==> config.mk <==
export PLATFORM = sky130hd
export DESIGN_NAME = uart_rx_param
export DESIGN_NICKNAME = d
export VERILOG_FILES = /design/src/rtl/uart_rx_param.sv
export SDC_FILE = /design/constraint.sdc
export NUM_CORES = 1
export LEC_CHECK = 0
export ABC_AREA = 1
export CORE_UTILIZATION = 46
export DETAILED_ROUTE_END_ITERATION = 6
export GPL_TIMING_DRIVEN = 0
export PLACE_DENSITY = 0.67
export SKIP_LAST_GASP = 1
export SLEW_MARGIN = 30
export SYNTH_ARGS = -nofsm -noshare
export SYNTH_HDL_FRONTEND = slang
export SYNTH_SLANG_ARGS = --single-unit
==> constraint.sdc <==
create_clock -name clk -period 4.2 [get_ports clk]
set_input_delay 0.42 -clock clk [delete_from_list [all_inputs] [get_ports clk]]
set_output_delay 0.42 -clock clk [all_outputs]
set_load 0.005 [all_outputs]
==> src/rtl/uart_rx_param.sv <==
// rtl/uart_rx_param.sv - parametrised oversampling UART receiver with majority vote and ready/ack handshake
module uart_rx_param #(
    parameter int SIZE        = 8,
    parameter int OVERSAMPLE  = 16,
    parameter int PARITY_MODE = 0,
    parameter int STOP_BITS   = 1
) (
    input  logic            clk,
    input  logic            rst,
    input  logic            sample_tick,
    input  logic            rxd,
    input  logic            rx_ack,
    output logic [SIZE-1:0] dq,
    output logic            rx_ready,
    output logic            frame_error,
    output logic            parity_error,
    output logic            rx_break,
    output logic            overrun
);

    localparam int CW = $clog2(OVERSAMPLE);
    localparam int IW = $clog2(SIZE + 1);
    localparam logic [CW-1:0] CNT_LAST = CW'(OVERSAMPLE - 1);
    localparam logic [CW-1:0] CNT_V0   = CW'(OVERSAMPLE / 2 - 1);
    localparam logic [CW-1:0] CNT_V1   = CW'(OVERSAMPLE / 2);
    localparam logic [CW-1:0] CNT_DEC  = CW'(OVERSAMPLE / 2 + 1);

    typedef enum logic [2:0] {IDLE, START, DATA, PARITY, STOP} state_t;

    state_t          state_q, state_d;
    logic            rx_meta, rxs;
    logic [CW-1:0]   cnt;
    logic            v0, v1;
    logic [SIZE-1:0] shreg;
    logic [IW-1:0]   bit_idx;
    logic            stop_idx;
    logic            par_bit;
    logic            fe_pend;
    logic            stop0_zero;
    logic            armed;

    logic wrap, dec_tick, dec, last_stop, commit;
    logic c_fe, c_pe, c_brk, c_first_zero;

    assign wrap      = sample_tick && (cnt == CNT_LAST);
    assign dec_tick  = sample_tick && (cnt == CNT_DEC);
    assign dec       = (v0 & v1) | (v0 & rxs) | (v1 & rxs);
    assign last_stop = (stop_idx == 1'(STOP_BITS - 1));

    // Frame result as it stands at the last stop-bit decision
    assign c_fe         = fe_pend | ~dec;
    assign c_first_zero = (STOP_BITS == 1) ? ~dec : stop0_zero;
    assign c_pe         = (PARITY_MODE == 0) ? 1'b0 : ((^{shreg, par_bit}) ^ (PARITY_MODE == 2));
    assign c_brk        = (shreg == '0) && (PARITY_MODE == 0 || !par_bit) && c_first_zero;

    always_comb begin
        state_d = state_q;
        commit  = 1'b0;
        case (state_q)
            IDLE:   if (sample_tick && !rxs && armed) state_d = START;
            START:  if (dec_tick && dec) state_d = IDLE;
                    else if (wrap) state_d = DATA;
            DATA:   if (wrap && bit_idx == IW'(SIZE - 1))
                        state_d = (PARITY_MODE != 0) ? PARITY : STOP;
            PARITY: if (wrap) state_d = STOP;
            STOP:   if (dec_tick && last_stop) begin
                        commit  = 1'b1;
                        state_d = IDLE;
                    end
            default: state_d = IDLE;
        endcase
    end

    always_ff @(posedge clk or posedge rst) begin
        if (rst) begin
            rx_meta      <= 1'b1;
            rxs          <= 1'b1;
            state_q      <= IDLE;
            cnt          <= '0;
            v0           <= 1'b1;
            v1           <= 1'b1;
            shreg        <= '0;
            bit_idx      <= '0;
            stop_idx     <= 1'b0;
            par_bit      <= 1'b0;
            fe_pend      <= 1'b0;
            stop0_zero   <= 1'b0;
            armed        <= 1'b1;
            dq           <= '0;
            rx_ready     <= 1'b0;
            frame_error  <= 1'b0;
            parity_error <= 1'b0;
            rx_break     <= 1'b0;
            overrun      <= 1'b0;
        end else begin
            rx_meta <= rxd;
            rxs     <= rx_meta;
            state_q <= state_d;

            if (state_q == IDLE || state_d == IDLE) cnt <= '0;
            else if (sample_tick) cnt <= (cnt == CNT_LAST) ? '0 : cnt + 1'b1;

            if (sample_tick && cnt == CNT_V0) v0 <= rxs;
            if (sample_tick && cnt == CNT_V1) v1 <= rxs;

            if (state_q == DATA && dec_tick) shreg <= {dec, shreg[SIZE-1:1]};
            if (state_q == START) bit_idx <= '0;
            else if (state_q == DATA && wrap) bit_idx <= bit_idx + 1'b1;
            if (state_q == PARITY && dec_tick) par_bit <= dec;

            if (state_q != STOP) begin
                stop_idx <= 1'b0;
                fe_pend  <= 1'b0;
            end else begin
                if (dec_tick) begin
                    if (!dec) fe_pend <= 1'b1;
                    if (!stop_idx) stop0_zero <= ~dec;
                end
                if (wrap) stop_idx <= 1'b1;
            end

            // A low stop bit disarms start detection until the line is seen idle
            if (commit && c_fe) armed <= 1'b0;
            else if (state_q == IDLE && rxs) armed <= 1'b1;

            if (commit && (!rx_ready || rx_ack)) begin
                dq           <= shreg;
                frame_error  <= c_fe;
                parity_error <= c_pe;
                rx_break     <= c_brk;
                rx_ready     <= 1'b1;
                overrun      <= 1'b0;
            end else if (commit) begin
                overrun <= 1'b1;
            end else if (rx_ready && rx_ack) begin
                rx_ready     <= 1'b0;
                frame_error  <= 1'b0;
                parity_error <= 1'b0;
                rx_break     <= 1'b0;
                overrun      <= 1'b0;
            end
        end
    end

endmodule

==> flow_metrics.py, run 1 <==
metrics = {
    "run_status": {
        "status": "finished clean",
    },
    "floorplanning": {
        "start_util_pct": 48.27,
        "dieArea_mm2": 0.004124,
        "io_pins": 18,
        "die_y_um": 64.22,
        "dieWidth_um": 64.22,
        "rows": 22,
        "coreArea_mm2": 0.003689,
    },
    "setup_path": {
        "crit_fanout": 8,
        "critical_path_class": "in2reg",
        "end_kind": "flip-flop",
        "cp_cell_sequence": "clkdlybuf4s50_1 > nand2_1 > nor2_4 > nor2_1 > nor2_1 > nand2_1 > nor2_1 > nand2_1 > nand2_1 > nor2_1",
        "crit_cells": 10,
        "timing.critical_path.buf_inv": 1,
        "cp-endpoint": "cnt[0]",
        "reg2reg_slack_ps": 2480,
        "cpPeakStageDelay_ps": 600,
        "crit_required_ps": 4380,
        "start_kind": "primary input",
        "r2r_start": "cnt[1]",
        "r2r_cells": 12,
        "slowest_stage": "clkdlybuf4s50_1",
        "crit_family": "simple AND/OR/NAND/NOR gates",
        "startpoint": "sample_tick",
        "timing.rr.end": "dq[6]",
        "crit_arrival_ps": 2000,
    },
    "finish": {
        "layout_commonest_cell": "nand2_1",
        "seqCellArea_um2": 957.2,
        "final_cell_mix": "54 x nand2_1, 33 x dfrtp_1, 25 x inv_1",
        "nets": 239,
        "fin_cells": 279,
        "area_growth_pct": 18.62,
        "n_fill_cell": 358,
        "diodes": 0,
        "drive_above_1_share_pct": 14.72,
        "multi_input_area_um2": 691.9,
    },
    "drt": {
        "drc": 0,
        "route.antenna.remaining_nets": 0,
        "drt-total-wl_mm": 3.117,
        "dr.pass1.iters": 4,
        "via_per_inst": 4.814,
        "dr.first_iter.drc_count": 37,
        "wl_per_cell_um": 11.17,
        "vias": 1343,
    },
    "place": {
        "placed_cells": 271,
        "gp_congestion": 0.7589,
        "io_buffers": 16,
        "dp_hpwl_mm": 2.334,
    },
    "grt": {
        "antenna_found_initial": 0,
        "grt.overflow.total": 0,
        "grt_pass1_vias": 1293,
        "track_usage_pct": 18.04,
        "grt_pass1_wl_mm": 5.547,
        "grt_max_degree": 31,
    },
    "yosys": {
        "netlist_instances": 206,
        "synth_edf_count": 0,
        "async_reset_ff_share_pct": 100.0,
        "synth_ff_type": "dfrtp_1",
        "ys_ff_latch": 38,
        "syn_nets": 215,
        "ys_warn_count": 0,
        "yosysSeqAreaShare_pct": 53.76,
        "synth.distinct_cells": 27,
        "avgSynthCellArea_um2": 8.643,
        "syn_area_mm2": 0.001780,
    },
    "clock_network": {
        "post_cts_buffers": 0,
        "worst_skew_pair.late_latency_ps": 290,
        "cts_tree": "done",
        "postCtsHoldBufs": 0,
        "cts_num_sinks": 38,
        "cts_buffers": 5,
        "cts-root-buf": "clkbuf_8",
        "cts_buffer_depth": 2,
        "cts.htree.levels": 2,
        "post_cts_resized": 0,
        "path_clk_slew_ps": 80,
    },
    "power_and_ir_drop": {
        "ir_worst_vdd_mv": 0.2493,
        "p_leak_nw": 0.9783,
        "power_density_mw_per_mm2": 392.9,
    },
    "timing": {
        "finalMaxSlewViolations": 0,
        "setup_tns_ps": 0,
        "skew_ps": 7.769,
        "final.min_clock_period_ps": 1817,
        "fin_crit_sh_pct": 43.27,
        "setup_viol": 0,
        "hold_violations": 0,
        "rsz0062_at_grt": "no",
        "clock.fmax_mhz": 550.2,
    },
    "job": {
        "cap_viol_max_count": 0,
    },
    "min_path": {
        "hold_path_class": "in2async",
    },
}
area by class of cell:
cell class	count	area share, %
inverter	29	5.154
buffer	3	1.066
clock inverter	1	0.2370
timing repair buffer	17	8.531
clock buffer	7	4.088
sequential	38	45.32
multi-input combinational	136	32.76
tap	48	2.844
flip-flops by register name, indices dropped and copies added (netlist names):
name,count
stop_idx,1
fe_pend,1
rx_ready,1
state_q,3
rx_meta,1
frame_error,1
rxs,1
dq,8
cnt,4
shreg,8
bit_idx,4
rx_break,1
v0,1
armed,1
overrun,1
v1,1
synthesized netlist by cell type (all sizes together) (2+ instances only):
library cell  count  area share (%)
nand2            56              12
dfrtp            33              46
inv              29             6.1
nor2             27             7.4
o21ai            25             8.7
nand3             9             2.5
dfstp             5             7.4
ha                4             2.8
a21oi             3            0.84
buf               2             1.1
nand4             2            0.70
nor3              2            0.84
nor4              2            0.70
stage by stage:
step	total power, mW	worst slack, ps	utilization, %	instance area [um^2]	hold slack [ps]
finish	0.8298	2383	57.26	2112	341.7
global route	0.8799	2203	57.26	2112	357.6
CTS	0.8410	2369	57.26	2112	345.3
detailed placement	0.5772	2061	54.78	2021	352.7
global placement	0.5738	2071	54.24	2001	345.5
floorplan	0.5380	2672	-	1780	345.2
cell families (layout without fill, tap and decap cells):
logic type | after synthesis | count (layout) | share of synthesized area (%)
simple gates | 99 | 99 | 24.67
compound gates | 31 | 31 | 10.68
flops | 38 | 38 | 53.76
fa+ha+maj | 4 | 4 | 2.811
buf+inv | 32 | 57 | 7.378
other cells | 1 | 1 | 0.2106
xor+xnor | 1 | 1 | 0.4920
worst reg2reg max path, cell delays in order (launching register included):
cell and delay [ps]:
dfrtp_1 400, inv_1 100, ha_1 170, nand2_2 70
nor2_4 160, nand2_2 90, nor2_4 120, inv_2 70
nor2_4 100, inv_2 90, buf_6 160, nand2_1 60
nand2_1 50
how the worst min path moves through the flow:
stage	cells after the start	from	slack [ps]	to
3_3_place_gp	0	rx_meta	350	rxs
2_1_floorplan	0	rx_meta	350	rxs
6_report	2	rst	340	bit_idx[1]
4_1_cts	2	rst	350	bit_idx[1]
3_5_place_dp	0	rx_meta	350	rxs
5_1_grt	2	rst	360	bit_idx[0]
metal layers:
layer	up-vias	track usage, %	wire length (um)
li1	689	-	-
met1	629	22.51	1452
met5	-	0	0
met4	0	8.056	57
met2	20	28.86	1494
met3	5	5.357	111
power breakdown:
part / internal, mW / leakage (nW) / switching [mW] / total [mW]
combinational: 0.0494 / 0.426 / 0.0959 / 0.145
sequential: 0.400 / 0.504 / 0.0238 / 0.424
clock: 0.132 / 0.0482 / 0.128 / 0.261
Note: power is estimated with default switching activity, not from simulation.
==> run 2, diff against run 1 <==
--- a/config.mk
+++ b/config.mk
@@ -9,7 +9,7 @@
 export CORE_UTILIZATION = 46
 export DETAILED_ROUTE_END_ITERATION = 6
 export GPL_TIMING_DRIVEN = 0
-export PLACE_DENSITY = 0.67
+export PLACE_DENSITY = 0.69
 export SKIP_LAST_GASP = 1
 export SLEW_MARGIN = 30
 export SYNTH_ARGS = -nofsm -noshare
==> constraint.sdc (replaced) <==
create_clock -name clk -period 1.6 [get_ports clk]
set_input_delay 0.16 -clock clk [delete_from_list [all_inputs] [get_ports clk]]
set_output_delay 0.16 -clock clk [all_outputs]
set_load 0.005 [all_outputs]
==> run 2 against run 1 <==
Against the previous run:
- the flow now finishes with violations (setup timing)
- clock skew shrank 4.2 ps
- first-iteration DRC count shrank 16%
- critical path depth rose by 1
- clock-buffer cell count unchanged
- die area unchanged
- total power grew to 2.7 times the previous value
- setup slack worse by 2400 ps
- largest cell class unchanged
==> flow_metrics.py, run 2 (same netlist as run 1, synthesis figures left out) <==
metrics = {
    "run_status": {
        "status": "complete, but fails checks",
        "violations": "setup timing",
    },
    "timing": {
        "setup_viol": 14,
        "fin_crit_sh_pct": 103.9,
        "clock.fmax_mhz": 601.8,
        "final.min_clock_period_ps": 1662,
        "setup_tns_ps": -532.6,
        "setup_slack_ps": -61.78,
        "hold_violations": 0,
        "rsz0062_at_grt": "yes",
        "skew_ps": 3.585,
        "fin_hold_ws_ps": 103.5,
        "finalMaxSlewViolations": 0,
    },
    "finish": {
        "top_regs": "dq (8), shreg (8)",
        "nets": 251,
        "drive_above_1_share_pct": 23.05,
        "final_cell_mix": "48 x nand2_1, 33 x dfrtp_1, 24 x inv_1",
        "diodes": 0,
        "post-route-util_pct": 61.97,
        "layout_commonest_cell": "nand2_1",
        "area_growth_pct": 28.39,
    },
    "clock_network": {
        "cts_num_sinks": 38,
        "worst_skew_pair.late_latency_ps": 280,
        "cts_buffers": 5,
        "cts.htree.levels": 2,
        "cts_buffer_depth": 2,
        "cts-root-buf": "clkbuf_8",
        "path_clk_slew_ps": 70,
        "cts_tree": "done",
    },
    "drt": {
        "drt-total-wl_mm": 3.366,
        "drc": 0,
        "dr.pass1.iters": 4,
        "vias": 1396,
        "wl_per_cell_um": 11.57,
        "via_per_inst": 4.797,
        "route.antenna.remaining_nets": 0,
        "dr.first_iter.drc_count": 31,
    },
    "floorplanning": {
        "dieArea_mm2": 0.004124,
        "start_util_pct": 48.27,
        "io_pins": 18,
        "die_y_um": 64.22,
        "coreArea_mm2": 0.003689,
        "dieWidth_um": 64.22,
        "rows": 22,
    },
    "setup_path": {
        "timing.critical_path.buf_inv": 4,
        "slowest_stage": "dfrtp_1",
        "cp_cell_sequence": "inv_2 > ha_4 > nand2_4 > nor2_4 > nand2_2 > nor2_4 > inv_2 > nor2_4 > clkinv_4 > clkbuf_16 > o21ai_2",
        "crit_family": "simple AND/OR/NAND/NOR gates",
        "crit_arrival_ps": 1880,
        "critical_path_class": "reg2reg",
        "cpPeakStageDelay_ps": 410,
        "cpMostUsedCell": "nor2_4",
        "start_kind": "flip-flop",
        "crit_required_ps": 1820,
        "crit_fanout": 7,
        "end_kind": "flip-flop",
    },
    "power_and_ir_drop": {
        "power_density_mw_per_mm2": 981.9,
        "ir_worst_vdd_mv": 0.7036,
        "power.total_mw": 2.244,
        "p_sw_uw": 676.4,
        "p_leak_nw": 1.073,
        "p_int_mw": 1.568,
        "combPwrFrac_pct": 20.3,
        "clock_power_share_pct": 29.9,
        "switching_share_pct": 30.14,
        "seq_power_share_pct": 49.8,
    },
    "job": {
        "cap_viol_max_count": 0,
    },
    "place": {
        "dp_hpwl_mm": 2.324,
        "preCtsSetupSlack_ps": -289.1,
        "gp_congestion": 0.7492,
        "io_buffers": 16,
    },
    "grt": {
        "track_usage_pct": 18.08,
        "grt_max_degree": 30,
        "grt_pass1_wl_mm": 5.727,
        "antenna_found_initial": 0,
        "grt_pass1_vias": 1312,
        "grt.overflow.total": 0,
    },
    "min_path": {
        "hold_path_class": "in2async",
    },
}
==> run 2: cell type report <==
class	count	area (um^2)
Multi-Input combinational cell	136	733.2
Sequential cell	38	957.2
Buffer	3	38.79
Tap cell	48	60.06
Clock inverter	1	5.005
Clock buffer	7	86.33
Fill cell	323	1403
Timing Repair Buffer	29	291.5
Inverter	29	113.9
==> run 2: final timing paths <==
check / startpoint / end / slack, ps / depth (start not counted)
min reg2reg: rx_meta / rxs / 360 / 0
max in group asynchronous: rst / armed / 1010 / 3
min in group clk: rxd / rx_meta / 290 / 1
max: cnt[1] / dq[7] / -60 / 11
min: rst / bit_idx[0] / 100 / 2
max reg2reg: cnt[1] / dq[7] / -60 / 11
==> run 2: worst reg2reg max path, delay by kind of cell (launching register included) <==
| kind | cells | cell delay [ps] |
|---|---|---|
| simple gates | 5 | 510 |
| buf+inv | 4 | 430 |
| flops | 1 | 410 |
| compound gates | 1 | 110 |
| fa+ha+maj | 1 | 130 |
==> run 2: stage by stage <==
| stage | instances | cell area, um^2 |
|---|---|---|
| after CTS | 285 | 2167 |
| after floorplan | 206 | 1780 |
| after global placement | 270 | 2001 |
| final | 291 | 2286 |
| after global routing | 291 | 2286 |
| after detailed placement | 271 | 2021 |
==> run 2: what timing repair did <==
action	CTS	global route
hold endpoints to repair	0	0
setup endpoints to repair	21	26
gates cloned	0	1
hold buffers	0	0
buffers inserted	6	5
pin swaps	4	5
gates resized for setup	5	18
==> run 2: per-layer routing <==
layer	part of all wire [%]	track usage (%)	wire length (um)	vias to the layer above
met4	1.1	5.833	37	0
met3	2.5	4.821	85	6
li1	-	-	-	718
met1	46	22.53	1565	661
met2	50	30.45	1676	11
met5	0	0	0	-
==> run 2: power groups by stage <==
stage / Combinational (mW) / Clock [mW] / Sequential, mW
floorplan: 0.297 / 0 / 1.12
finish: 0.456 / 0.670 / 1.12
CTS: 0.431 / 0.686 / 1.11
global route: 0.521 / 0.723 / 1.13
detailed placement: 0.387 / 0 / 1.13
global placement: 0.372 / 0 / 1.13
==> run 3, diff against run 2 <==
--- a/config.mk
+++ b/config.mk
@@ -7,8 +7,10 @@
 export LEC_CHECK = 0
 export ABC_AREA = 1
 export CORE_UTILIZATION = 46
+export CTS_CLUSTER_SIZE = 12
 export DETAILED_ROUTE_END_ITERATION = 6
 export GPL_TIMING_DRIVEN = 0
+export HOLD_SLACK_MARGIN = 0.02
 export PLACE_DENSITY = 0.69
 export SKIP_LAST_GASP = 1
 export SLEW_MARGIN = 30
==> results of run 3 <==
No change in the layout: final DEF, timing and power equal those of run 2.
